## src/rtl/iob_reset_seq.sv

```systemverilog
// Reset sequencer: synchronises ready flags, holds for a stable window, then releases reset domains staggered.
// rst_o[0] drops HOLD_CYCLES+1 cycles after synced readiness; any loss of readiness or ext request re-asserts all.
module iob_reset_seq #(
  parameter int N_SRC       = 2,
  parameter int N_RST       = 2,
  parameter int SYNC_STAGES = 2,
  parameter int HOLD_CYCLES = 16,
  parameter int STAGGER     = 4,
  parameter int TIMEOUT_W   = 20
) (
  input  logic             clk_i,
  input  logic             arst_i,
  input  logic             ext_rst_i,
  input  logic [N_SRC-1:0] ready_i,
  input  logic [N_SRC-1:0] ready_mask_i,
  output logic [N_RST-1:0] rst_o,
  output logic             all_ready_o,
  output logic             timeout_o,
  output logic [N_SRC-1:0] fault_src_o,
  output logic [2:0]       state_o
);

  typedef enum logic [2:0] {
    ST_WAIT    = 3'd1,
    ST_HOLD    = 3'd2,
    ST_RELEASE = 3'd3,
    ST_RUN     = 3'd4
  } state_t;

  localparam int REL_MAX = STAGGER * (N_RST - 1);
  localparam int REL_W   = (REL_MAX < 2) ? 1 : $clog2(REL_MAX + 1);
  localparam int HOLD_W  = (HOLD_CYCLES < 2) ? 1 : $clog2(HOLD_CYCLES);
  localparam logic [TIMEOUT_W-1:0] TO_MAX    = '1;
  localparam logic [TIMEOUT_W-1:0] TO_FIRE   = TO_MAX - TIMEOUT_W'(1);
  localparam logic [HOLD_W-1:0]    HOLD_LAST = HOLD_W'(HOLD_CYCLES - 1);
  localparam logic [REL_W-1:0]     REL_LAST  = REL_W'(REL_MAX);

  logic [SYNC_STAGES-1:0][N_SRC-1:0] ready_sync;
  logic [SYNC_STAGES-1:0]            ext_sync_q;
  logic [N_SRC-1:0]                  sync_ready;
  logic                              ext_sync;
  logic                              rdy;
  logic                              go;

  state_t                state, state_nxt;
  logic [HOLD_W-1:0]     hold_cnt, hold_nxt;
  logic [REL_W-1:0]      rel_cnt, rel_nxt;
  logic [TIMEOUT_W-1:0]  to_cnt, to_nxt;
  logic                  to_fire;
  logic [N_RST-1:0]      rst_nxt;

  always_ff @(posedge clk_i or posedge arst_i) begin
    if (arst_i) begin
      ready_sync <= '0;
      ext_sync_q <= '0;
    end else begin
      ready_sync <= {ready_sync[SYNC_STAGES-2:0], ready_i};
      ext_sync_q <= {ext_sync_q[SYNC_STAGES-2:0], ext_rst_i};
    end
  end

  assign sync_ready = ready_sync[SYNC_STAGES-1];
  assign ext_sync   = ext_sync_q[SYNC_STAGES-1];
  assign rdy        = &(sync_ready | ready_mask_i);
  assign go         = rdy & ~ext_sync;

  always_comb begin
    state_nxt = state;
    hold_nxt  = hold_cnt;
    rel_nxt   = rel_cnt;
    to_nxt    = to_cnt;
    to_fire   = 1'b0;
    rst_nxt   = '1;
    case (state)
      ST_WAIT: begin
        if (to_cnt != TO_MAX) to_nxt = to_cnt + TIMEOUT_W'(1);
        to_fire = (to_cnt == TO_FIRE);
        if (go) begin
          state_nxt = ST_HOLD;
          hold_nxt  = '0;
        end
      end
      // A bounce back to WAIT keeps the timeout count so a flapping source still times out.
      ST_HOLD: begin
        if (!go) begin
          state_nxt = ST_WAIT;
        end else if (hold_cnt == HOLD_LAST) begin
          state_nxt = ST_RELEASE;
          rel_nxt   = '0;
        end else begin
          hold_nxt = hold_cnt + HOLD_W'(1);
        end
      end
      ST_RELEASE: begin
        if (!go) begin
          state_nxt = ST_WAIT;
          to_nxt    = '0;
        end else if (rel_cnt == REL_LAST) begin
          state_nxt = ST_RUN;
        end else begin
          rel_nxt = rel_cnt + REL_W'(1);
        end
      end
      ST_RUN: begin
        if (!go) begin
          state_nxt = ST_WAIT;
          to_nxt    = '0;
        end
      end
      default: state_nxt = ST_WAIT;
    endcase
    for (int i = 0; i < N_RST; i++) begin
      if (state_nxt == ST_RUN) rst_nxt[i] = 1'b0;
      else if (state_nxt == ST_RELEASE && int'(rel_nxt) >= STAGGER * i) rst_nxt[i] = 1'b0;
    end
  end

  always_ff @(posedge clk_i or posedge arst_i) begin
    if (arst_i) begin
      state       <= ST_WAIT;
      hold_cnt    <= '0;
      rel_cnt     <= '0;
      to_cnt      <= '0;
      rst_o       <= '1;
      all_ready_o <= 1'b0;
      timeout_o   <= 1'b0;
      fault_src_o <= '0;
    end else begin
      state       <= state_nxt;
      hold_cnt    <= hold_nxt;
      rel_cnt     <= rel_nxt;
      to_cnt      <= to_nxt;
      rst_o       <= rst_nxt;
      all_ready_o <= rdy;
      if (ext_sync) begin
        timeout_o   <= 1'b0;
        fault_src_o <= '0;
      end else if (to_fire) begin
        timeout_o   <= 1'b1;
        fault_src_o <= ~sync_ready & ~ready_mask_i;
      end
    end
  end

  assign state_o = state;

endmodule

```

## config.mk

```make
export PLATFORM = sky130hd
export DESIGN_NAME = iob_reset_seq
export DESIGN_NICKNAME = d
export VERILOG_FILES = /design/src/rtl/iob_reset_seq.sv
export SDC_FILE = /design/constraint.sdc
export NUM_CORES = 1
export LEC_CHECK = 0
export BUFFER_PORTS_ARGS = -buffer_cell sky130_fd_sc_hd__buf_2
export CORE_MARGIN = 2
export CORE_UTILIZATION = 50
export CTS_BUF_LIST = sky130_fd_sc_hd__clkbuf_4 sky130_fd_sc_hd__clkbuf_8
export CTS_CLUSTER_SIZE = 16
export DETAILED_ROUTE_END_ITERATION = 6
export GPL_ROUTABILITY_DRIVEN = 0
export PLACE_DENSITY_LB_ADDON = 0.15
export SLEW_MARGIN = 20
export SYNTH_ARGS = -nofsm -noshare
export SYNTH_HDL_FRONTEND = slang
export SYNTH_SLANG_ARGS = --single-unit
```

## constraint.sdc

```tcl
create_clock -name clk_i -period 2.35 [get_ports clk_i]
set_input_delay 0.47 -clock clk_i [delete_from_list [all_inputs] [get_ports clk_i]]
set_output_delay 0.47 -clock clk_i [all_outputs]
set_load 0.005 [all_outputs]
```

==> results of run 1 <==
==> routing by layer <==
metal / wire length [µm] / global-route usage (%) / share of wire, % / vias to the layer above
met5: 0 / 0 / 0 / -
met4: 51 / 6.29 / 1.1 / 0
met3: 168 / 4.42 / 3.6 / 7
met2: 2300 / 34.8 / 49 / 37
met1: 2170 / 26.2 / 46 / 907
li1: - / - / - / 911
==> critical path: cells and delay by family (launching register included) <==
kind             cells  cell delay (ps)
and+or+nand+nor      4              990
DFF                  1              700
muxes                1              340
==> state kept, by name (all words and copies together) (netlist names), 2 cells and up, named ones only <==
register     cells
rel_cnt          2
hold_cnt         4
state_o          3
ready_sync       2
fault_src_o      2
rst_o            2
to_cnt          20
ext_sync_q       2
sync_ready       2
==> cell type report <==
class | count | area, µm²
fill | 401 | 1870
multi-input combinational | 175 | 1110
sequential | 42 | 1050
timing repair buffer | 22 | 128
clock buffer | 7 | 90.1
tap | 52 | 65.1
inverter | 9 | 33.8
clock inverter | 1 | 5.00
==> power breakdown <==
| group | switching, µW | internal, µW | leakage [µW] |
|---|---|---|---|
| sequential | 100 | 802 | 0.000548 |
| clock | 246 | 249 | 0.0000517 |
| combinational | 177 | 137 | 0.000461 |
| total | 524 | 1190 | 0.00106 |
==> cells in the mapped netlist, types with 2 or more instances <==
| cell | count | area share (%) |
|---|---|---|
| dfrtp_1 | 39 | 43 |
| nand2_1 | 28 | 4.7 |
| a21oi_1 | 19 | 4.2 |
| nor2_1 | 18 | 3.0 |
| nand3_1 | 10 | 2.2 |
| o31ai_1 | 9 | 3.0 |
| inv_1 | 8 | 1.3 |
| or4_1 | 8 | 2.7 |
| a31oi_1 | 6 | 1.7 |
| o21ai_0 | 6 | 1.3 |
| ha_1 | 5 | 2.8 |
| nand4_1 | 5 | 1.4 |
| nor4_1 | 5 | 1.4 |
| or3_1 | 5 | 1.4 |
| mux2i_1 | 4 | 1.8 |
| nand2b_1 | 4 | 1.1 |
| a41o_1 | 3 | 1.3 |
| buf_2 | 3 | 0.67 |
| clkbuf_1 | 3 | 0.50 |
| dfstp_2 | 3 | 3.5 |
| nor3_1 | 3 | 0.67 |
| o21ai_1 | 3 | 0.67 |
| a22o_1 | 2 | 0.78 |
| mux2_2 | 2 | 1.0 |
| nand3b_1 | 2 | 0.67 |
| o41ai_1 | 2 | 0.78 |
==> path summary, 6_finish.rpt <==
path	startpoint	end	slack, ps	cells past startpoint
max in group asynchronous	arst_i	rst_o[1]	1680	3
hold reg to reg	ext_sync_q[0]	ext_sync_q[1]	350	0
setup / recovery	state_o[0]	to_cnt[0]	220	5
hold / removal	ext_rst_i	ext_sync_q[0]	280	1
setup reg to reg	state_o[0]	to_cnt[0]	220	5
min in group asynchronous	arst_i	fault_src_o[1]	300	3
==> through the flow <==
step	std cells	area, µm²	worst slack [ps]	hold slack, ps	utilization (%)
2_1_floorplan	235	2250	436	331	-
6_report	308	2490	217	282	57.2
5_1_grt	308	2490	71.1	263	57.2
3_3_place_gp	300	2390	226	332	55.0
4_1_cts	308	2490	208	273	57.2
3_5_place_dp	300	2390	209	335	55.0
==> logic make-up after synthesis <==
group / after synthesis / synth area share [%]
AO/OA/AOI/OAI: 61 / 18.3
flip-flops: 42 / 46.9
multiplexers: 7 / 3.28
AND/OR/NAND/NOR: 102 / 25.1
adder cells (fa/ha/maj): 5 / 2.78
buffers and inverters: 18 / 3.72
==> placed cells by master, fill, tap and decap left out, drive strengths merged, types with 8 or more instances in the layout <==
cell,synthesis,routed
inv,9,9
nand2,28,28
or4,8,8
nand3,10,10
dfrtp,39,39
o31ai,9,9
nor2,18,18
buf,5,22
a21oi,20,20
o21ai,10,10
==> results by group, run 1 <==
Run status
  – Status: completed

Min path
  – Hold crit path type: input port to flip-flop

Die
  – FP Rows: 24
  – Core area: 4350 µm²
  – Boundary Pins: 16
  – Die ar.: 5050 µm²
  – Die height: 71.1 µm
  – Initial Util: 51.7%
  – Die W: 71.1 µm

Setup path
  – Crit path largest cell delay: 700 ps
  – Critical Path Sink Type: flip-flop
  – Slowest-stage cell, CP: dfstp_2
  – Critical-path maximum fanout: 14
  – Worst EP arrival: 2310 ps
  – Crit-path cells: nand4bb_1 -> nor4_1 -> nand2_1 -> nand2_1 -> mux2_2
  – Cell mode on critical path: nand2_1
  – Crit Path Category: flip-flop to flip-flop
  – WP data required: 2530 ps
  – Critical Path Start Type: flip-flop

Routing
  – Vias: 1862
  – Final wirelength: 4.69 mm
  – Final antenna-violating net count: 0
  – Via/cell ratio: 6.05
  – 1st-iter DRT viols: 133
  – DRC Markers: 0
  – Drt wl/cell: 15.2 µm
  – Drt first pass iters: 4

Clock network
  – Clk sink count: 42
  – # H-tree levels: 2
  – Clk_lat worst skew: 300 ps
  – Setup Fix Bufs, Post-CTS: 0
  – CTS tree: done
  – Resized cells post-CTS: 0
  – Max clock buf depth: 2
  – Clk slew on worst S/H paths: 70 ps
  – CTS buffer count: 5
  – Cts hold-fix bufs: 0
  – CTS Root Cell: clkbuf_8

Place
  – Count of input and output buffers: 15
  – DP Wirelength: 3.31 mm

STA
  – Tcrit/Tclk final: 90.8%
  – Final-report setup violation count: 0
  – Slew @ Worst Pin: 919 ps
  – Final count of hold timing violations: 0
  – Slew margin rel.: 38.7%
  – Sum of negative setup slack: 0 ps
  – Fmax: 469 MHz
  – Worst Skew: 12.3 ps
  – Post-route minimum period: 2130 ps
  – Slew Viols, Final: 0
  – RSZ-0062 raised after global routing: false

Global route
  – Initial antenna violation count: 0
  – Vias in the first global route: 1835
  – Global Route Usage Sum: 20.5%
  – Largest net degree at the start of global routing: 43
  – First-pass GRT wire length: 8.25 mm
  – Grt ovf: 0

Synthesis
  – Post-synthesis sequential area ratio: 46.9%
  – Synthesized flop and latch total: 42
  – Synth Warn #: 0
  – Cells after Synth: 235
  – Most common flop cell mapped by yosys: dfrtp_1
  – Fraction of registers with async set or reset after synthesis: 100%
  – Unique masters post-synth: 56
  – Syn_area_per_cell: 9.58 µm²
  – Post-synth EDFFs: 0
  – Syn Nets: 247
  – Post-Syn Area: 2250 µm²

Cells and area
  – Ant diodes: 0
  – Layout area overhead: 10.6%
  – Layout cell share with drive strength beyond 1: 17.2%
  – Final nets: 267

Power
  – Total power: 1710 µW
  – P_leak: 0.00106 µW
  – Pwr dens: 688 nW/µm²
  – VDD IR max: 0.423 mV

Job
  – Max-cap violations: 0
(Power assumes the default switching activity.)
==> run 2, diff against run 1 <==
--- a/config.mk
+++ b/config.mk
@@ -13,6 +13,7 @@
 export DETAILED_ROUTE_END_ITERATION = 6
 export GPL_ROUTABILITY_DRIVEN = 0
 export PLACE_DENSITY_LB_ADDON = 0.15
+export REMOVE_ABC_BUFFERS = 1
 export SLEW_MARGIN = 20
 export SYNTH_ARGS = -nofsm -noshare
 export SYNTH_HDL_FRONTEND = slang
==> run 2 against run 1 <==
  * Count of clock-buffer cells in the layout is the same
  * Power grew 6.9%
  * Fmax grew 0.78%
  * Hold slack lost 6.1 ps
  * Via count shrank 2.1%
  * Setup slack gained 16 ps
  * Die area is the same
  * Routed wire length shrank 1.5%
  * Sequential power shrank 1%
==> results by group, run 2 (same netlist as run 1, synthesis figures left out) <==
Routing
  – Routed length on met3: 115 µm (-32%)
  – Drt first pass iters: 4 (unchanged)
  – Via/cell ratio: 5.88 (-2.8%)
  – DRC Markers: 0 (unchanged)
  – 1st-iter DRT viols: 104 (-22%)
  – DRT met1 WL: 2.16 mm (-0.42%)
  – Vias: 1822 (-2.1%)
  – Top layer in use: met4
  – Drt wl/cell: 14.9 µm (-2.2%)
  – Final antenna-violating net count: 0 (unchanged)
  – Routed wl met2: 2.28 mm (-0.70%)
  – Final wirelength: 4.62 mm (-1.5%)

Cells and area
  – Reg with most FFs: to_cnt
  – Area of the multi-input gates: 1120 µm² (+0.56%)
  – Ant diodes: 0 (unchanged)
  – Number of flip-flops in the largest register: 20 (unchanged)
  – Layout area overhead: 12.6%
  – Commonest non-fill, non-tap cell in the layout: dfrtp_1
  – Fillers: 400 (-0.25%)
  – Final nets: 269 (+0.75%)
  – Layout cell share with drive strength beyond 1: 18.2% (+1.0 points)
  – Commonest non-fill, non-tap cells in the layout: dfrtp_1 (39), nand2_1 (28), a21oi_1 (19), nor2_1 (18), buf_2 (15)
  – FF+latch area: 1050 µm² (unchanged)
  – Non-Filler Instances: 310 (+0.65%)
  – Final instance area: 2530 µm² (+1.9%)

Global route
  – Initial antenna violation count: 0 (unchanged)
  – First-pass GRT wire length: 8.01 mm (-2.9%)
  – Largest net degree at the start of global routing: 43 (unchanged)
  – Grt ovf: 0 (unchanged)
  – Vias in the first global route: 1765 (-3.8%)
  – Global Route Usage Sum: 20.1% (-0.35 points)

Clock network
  – Resized cells post-CTS: 0 (unchanged)
  – # H-tree levels: 2 (unchanged)
  – CTS Root Cell: clkbuf_8
  – Cts hold-fix bufs: 0 (unchanged)
  – Setup Fix Bufs, Post-CTS: 0 (unchanged)
  – CTS tree: done
  – Clk sink count: 42 (unchanged)
  – Clk_lat worst skew: 290 ps (about the same)
  – Max clock buf depth: 2 (unchanged)
  – Clk slew on worst S/H paths: 80 ps (about the same)
  – CTS buffer count: 5 (unchanged)

Place
  – Post-Place Cells: 302 (+0.67%)
  – DP Wirelength: 3.25 mm (-1.8%)
  – Placed inst area: 2410 µm² (+0.63%)
  – Count of input and output buffers: 15 (unchanged)

Run status
  – Status: completed

Setup path
  – Setup crit start: state_o[0]
  – Critical-path maximum fanout: 13 (-1)
  – Reg-to-reg startpoint: state_o[0]
  – Critical Path Start Type: flip-flop
  – Worst EP arrival: 2320 ps (about the same)
  – WP data required: 2550 ps (+20 ps)
  – Crit Path Category: flip-flop to flip-flop
  – Critical Path Sink Type: flip-flop

STA
  – Slew Viols, Final: 0 (unchanged)
  – Tcrit/Tclk final: 90.1% (-0.70 points)
  – RSZ-0062 raised after global routing: false
  – Final-report setup violation count: 0 (unchanged)
  – Post-route minimum period: 2120 ps (-16.5 ps)
  – Worst Skew: 9.74 ps (-2.61 ps)
  – Sum of negative setup slack: 0 ps (unchanged)
  – Final count of hold timing violations: 0 (unchanged)
  – Slew @ Worst Pin: 711 ps (-208 ps)
  – Slew margin rel.: 52.4% (+14 points)
  – Fmax: 472 MHz (+0.78%)

Die
  – FP Rows: 24 (unchanged)
  – Die height: 71.1 µm (unchanged)
  – Initial Util: 51.7% (unchanged)
  – Core area: 4350 µm² (unchanged)
  – Boundary Pins: 16 (unchanged)
  – Die ar.: 5050 µm² (unchanged)
  – Die W: 71.1 µm (unchanged)

Job
  – Max-cap violations: 0 (unchanged)

Min path
  – Hold path start: ext_rst_i
  – Hold crit path type: input port to flip-flop

Power
  – P_leak: 0.00109 µW (+2.3%)
  – VDD IR max: 0.472 mV (+12%)
  – Pwr dens: 721 nW/µm² (+4.9%)
-- run 2: path summary, 6_finish.rpt --
| path | to | slack [ps] | depth (start not counted) |
|---|---|---|---|
| max | to_cnt[17] | 230 | 6 |
| min | ext_sync_q[0] | 280 | 1 |
| max reg2reg | to_cnt[17] | 230 | 6 |
| min reg2reg | ext_sync_q[1] | 360 | 0 |
| max in group asynchronous | rst_o[0] | 1670 | 3 |
| min in group asynchronous | async pin | 300 | 3 |
-- run 2: stage by stage --
stage	util, %	power (µW)	hold WS (ps)	setup slack, ps
2_1_floorplan	-	1130	331	413
3_3_place_gp	55.3	1230	332	253
3_5_place_dp	55.3	1240	340	199
4_1_cts	58.1	1850	268	210
5_1_grt	58.2	1930	266	73.6
6_report	58.2	1830	276	233
-- run 2: area by class of cell --
class                   instances  area share, %
inverters                       9           1.33
clock buffers                   7           3.55
well taps                      52           2.57
repair buffers                 24           5.63
flip-flops and latches         42           41.6
clock inverters                 1           1.18
multi-input cells             175           44.1
-- run 2: per-layer routing --
metal / global-route usage (%) / up-vias
met5: 0 / -
met4: 6.92 / 0
met3: 3.99 / 6
met2: 33.4 / 23
met1: 26.3 / 873
li1: - / 920
-- run 2: power breakdown --
part / total, µW / switching (µW) / internal (µW)
clock network: 599 / 241 / 358
logic: 337 / 190 / 147
registers: 893 / 91.9 / 801
total: 1830 / 523 / 1310
-- run 2: critical path, stage by stage (launching register included) --
cell and delay [ps]:
dfstp_2 370, buf_4 170, or3b_4 420, a21oi_2 140, o21ai_1 200, or4_1 540, a21oi_1 190
==> run 3, diff against run 2 <==
--- a/config.mk
+++ b/config.mk
@@ -13,6 +13,7 @@
 export DETAILED_ROUTE_END_ITERATION = 6
 export GPL_ROUTABILITY_DRIVEN = 0
 export PLACE_DENSITY_LB_ADDON = 0.15
+export RECOVER_POWER = 50
 export REMOVE_ABC_BUFFERS = 1
 export SLEW_MARGIN = 20
 export SYNTH_ARGS = -nofsm -noshare
==> run 3 against run 2 <==
  * Setup slack stayed put
  * Die area unchanged
  * Largest cell class unchanged
  * Combinational power about the same
  * Clock power about the same
  * Sequential power barely moved
  * Non-clock buffer count unchanged
  * Hold slack hardly changed
==> results by group, run 3 (same netlist as run 1, synthesis figures left out) <==
Run status
  – Status: completed

Clock network
  – CTS tree: done
  – CTS Root Cell: clkbuf_8
  – CTS buffer count: 5 (unchanged)
  – # H-tree levels: 2 (unchanged)
  – Clk slew on worst S/H paths: 80 ps (about the same)
  – Clk_lat worst skew: 290 ps (about the same)
  – Max clock buf depth: 2 (unchanged)
  – Clk sink count: 42 (unchanged)

Power
  – Comb power frac: 18.4% (about the same)
  – P_leak: 0.00108 µW (about the same)
  – VDD IR max: 0.472 mV (unchanged)
  – Switch share: 28.6% (about the same)
  – Switching power: 523 µW (about the same)
  – Clock share of power: 32.8% (about the same)
  – Pwr dens: 722 nW/µm² (about the same)
  – Reg power frac: 48.8% (about the same)
  – Int Power: 1310 µW (about the same)

Setup path
  – Critical-path maximum fanout: 13 (unchanged)
  – Crit path largest cell delay: 540 ps (about the same)
  – WP data required: 2550 ps (about the same)
  – Worst R2R Path Depth: 6 (unchanged)
  – Critical Path Start Type: flip-flop
  – Worst EP arrival: 2320 ps (about the same)
  – Crit-path cells: buf_4 -> or3b_4 -> a21oi_2 -> o21ai_1 -> or4_1 -> a21oi_1
  – Crit Path Category: flip-flop to flip-flop
  – Delay-heaviest family, CP: simple AND/OR/NAND/NOR gates
  – CP bufs+invs: 1 (unchanged)
  – Reg-to-reg startpoint: state_o[0]
  – Slowest-stage cell, CP: or4_1
  – RR Endpoint: to_cnt[17]
  – Reg2Reg Setup Slack: 230 ps (about the same)
  – Critical Path Sink Type: flip-flop

Routing
  – Drt wl/cell: 14.9 µm (unchanged)
  – 1st-iter DRT viols: 104 (unchanged)
  – Drt first pass iters: 4 (unchanged)
  – Via/cell ratio: 5.88 (unchanged)
  – Final antenna-violating net count: 0 (unchanged)
  – DRC Markers: 0 (unchanged)
  – Final wirelength: 4.62 mm (unchanged)
  – Vias: 1822 (unchanged)

Cells and area
  – Layout cell share with drive strength beyond 1: 18.2% (unchanged)
  – Reg with most FFs: to_cnt
  – Commonest non-fill, non-tap cell in the layout: dfrtp_1
  – Layout area overhead: 12.5% (about the same)
  – Fillers: 401 (+0.25%)
  – Commonest non-fill, non-tap cells in the layout: dfrtp_1 (39), nand2_1 (28), a21oi_1 (19), nor2_1 (18), buf_2 (15)
  – Final nets: 269 (unchanged)
  – Number of flip-flops in the largest register: 20 (unchanged)
  – Area of the multi-input gates: 1120 µm² (unchanged)
  – FF+latch area: 1050 µm² (unchanged)
  – Ant diodes: 0 (unchanged)

Die
  – Boundary Pins: 16 (unchanged)
  – Initial Util: 51.7% (unchanged)
  – FP Rows: 24 (unchanged)
  – Die height: 71.1 µm (unchanged)
  – Core area: 4350 µm² (unchanged)
  – Die W: 71.1 µm (unchanged)
  – Die ar.: 5050 µm² (unchanged)

Global route
  – Grt ovf: 0 (unchanged)
  – Global Route Usage Sum: 20.1% (unchanged)
  – Largest net degree at the start of global routing: 43 (unchanged)
  – Initial antenna violation count: 0 (unchanged)
  – First-pass GRT wire length: 8.01 mm (unchanged)
  – Vias in the first global route: 1765 (unchanged)

Min path
  – Worst Hold Endpoint: ext_sync_q[0]
  – Hold path depth: 1 (unchanged)
  – Hold path start: ext_rst_i
  – Hold crit path type: input port to flip-flop

STA
  – WHS: 276 ps (-0.0210 ps)
  – Final-report setup violation count: 0 (unchanged)
  – Final count of hold timing violations: 0 (unchanged)
  – Tcrit/Tclk final: 90.1% (unchanged)
  – Post-route minimum period: 2120 ps (unchanged)
  – RSZ-0062 raised after global routing: false
  – Sum of negative setup slack: 0 ps (unchanged)
  – Slew margin rel.: 29.7% (-23 points)
  – Slew @ Worst Pin: 1050 ps (+343 ps)
  – Worst Skew: 9.75 ps (+0.0179 ps)
  – Fmax: 472 MHz (unchanged)
  – Slew Viols, Final: 0 (unchanged)

Job
  – Max-cap violations: 0 (unchanged)

Place
  – DP Wirelength: 3.25 mm (unchanged)
  – Count of input and output buffers: 15 (unchanged)
[run 3: layer usage]
layer  global-route usage [%]  wire length [µm]  share of wire, %
met5                        0                 0                 0
met4                     6.92                56               1.2
met3                     3.99               115               2.5
met2                     33.4              2280                49
met1                     26.3              2160                47
[run 3: worst max path at each step]
stage | cells past startpoint | startpoint | slack (ps) | to
floorplan | 5 | state_o[0] | 410 | to_cnt[15]
global placement | 7 | ready_mask_i[0] | 250 | to_cnt[12]
detailed placement | 7 | ready_mask_i[0] | 200 | to_cnt[10]
CTS | 6 | state_o[0] | 210 | to_cnt[17]
global route | 5 | state_o[2] | 70 | to_cnt[17]
finish | 6 | state_o[0] | 230 | to_cnt[17]
[run 3: power groups by stage]
stage	registers, µW	logic (µW)	clock network [µW]
after global routing	902	383	639
after CTS	890	340	616
final	893	336	599
after global placement	901	327	0
after detailed placement	904	339	0
after floorplan	891	241	0
[run 3: through the flow]
stage | instances | cell area [µm²] | utilization [%] | power (µW) | worst slack [ps]
2_1_floorplan | 226 | 2200 | - | 1130 | 413
3_3_place_gp | 302 | 2410 | 55.3 | 1230 | 253
3_5_place_dp | 302 | 2410 | 55.3 | 1240 | 199
4_1_cts | 310 | 2530 | 58.1 | 1850 | 210
5_1_grt | 310 | 2530 | 58.2 | 1920 | 73.6
6_report | 310 | 2530 | 58.2 | 1830 | 233
[run 3: cell type report]
type,count,share of cell area (%)
clock buffers,7,3.56
inverters,9,1.33
multi-input cells,175,44.2
repair buffers,24,5.53
clock inverters,1,1.19
well taps,52,2.57
flip-flops and latches,42,41.7
[run 3: worst register-to-register path: cells and delay by family (launching register included)]
family / cells / cell delay (ps)
buffers and inverters: 1 / 170
AO/OA/AOI/OAI: 3 / 530
flip-flops: 1 / 370
AND/OR/NAND/NOR: 2 / 960
[run 3: timing repair]
| action | 4_1_cts | 5_1_grt |
|---|---|---|
| endpoints found under the setup margin | 0 | 1 |
| setup buffers | 0 | 0 |
| hold buffers | 0 | 0 |
| gates resized for setup | 0 | 1 |
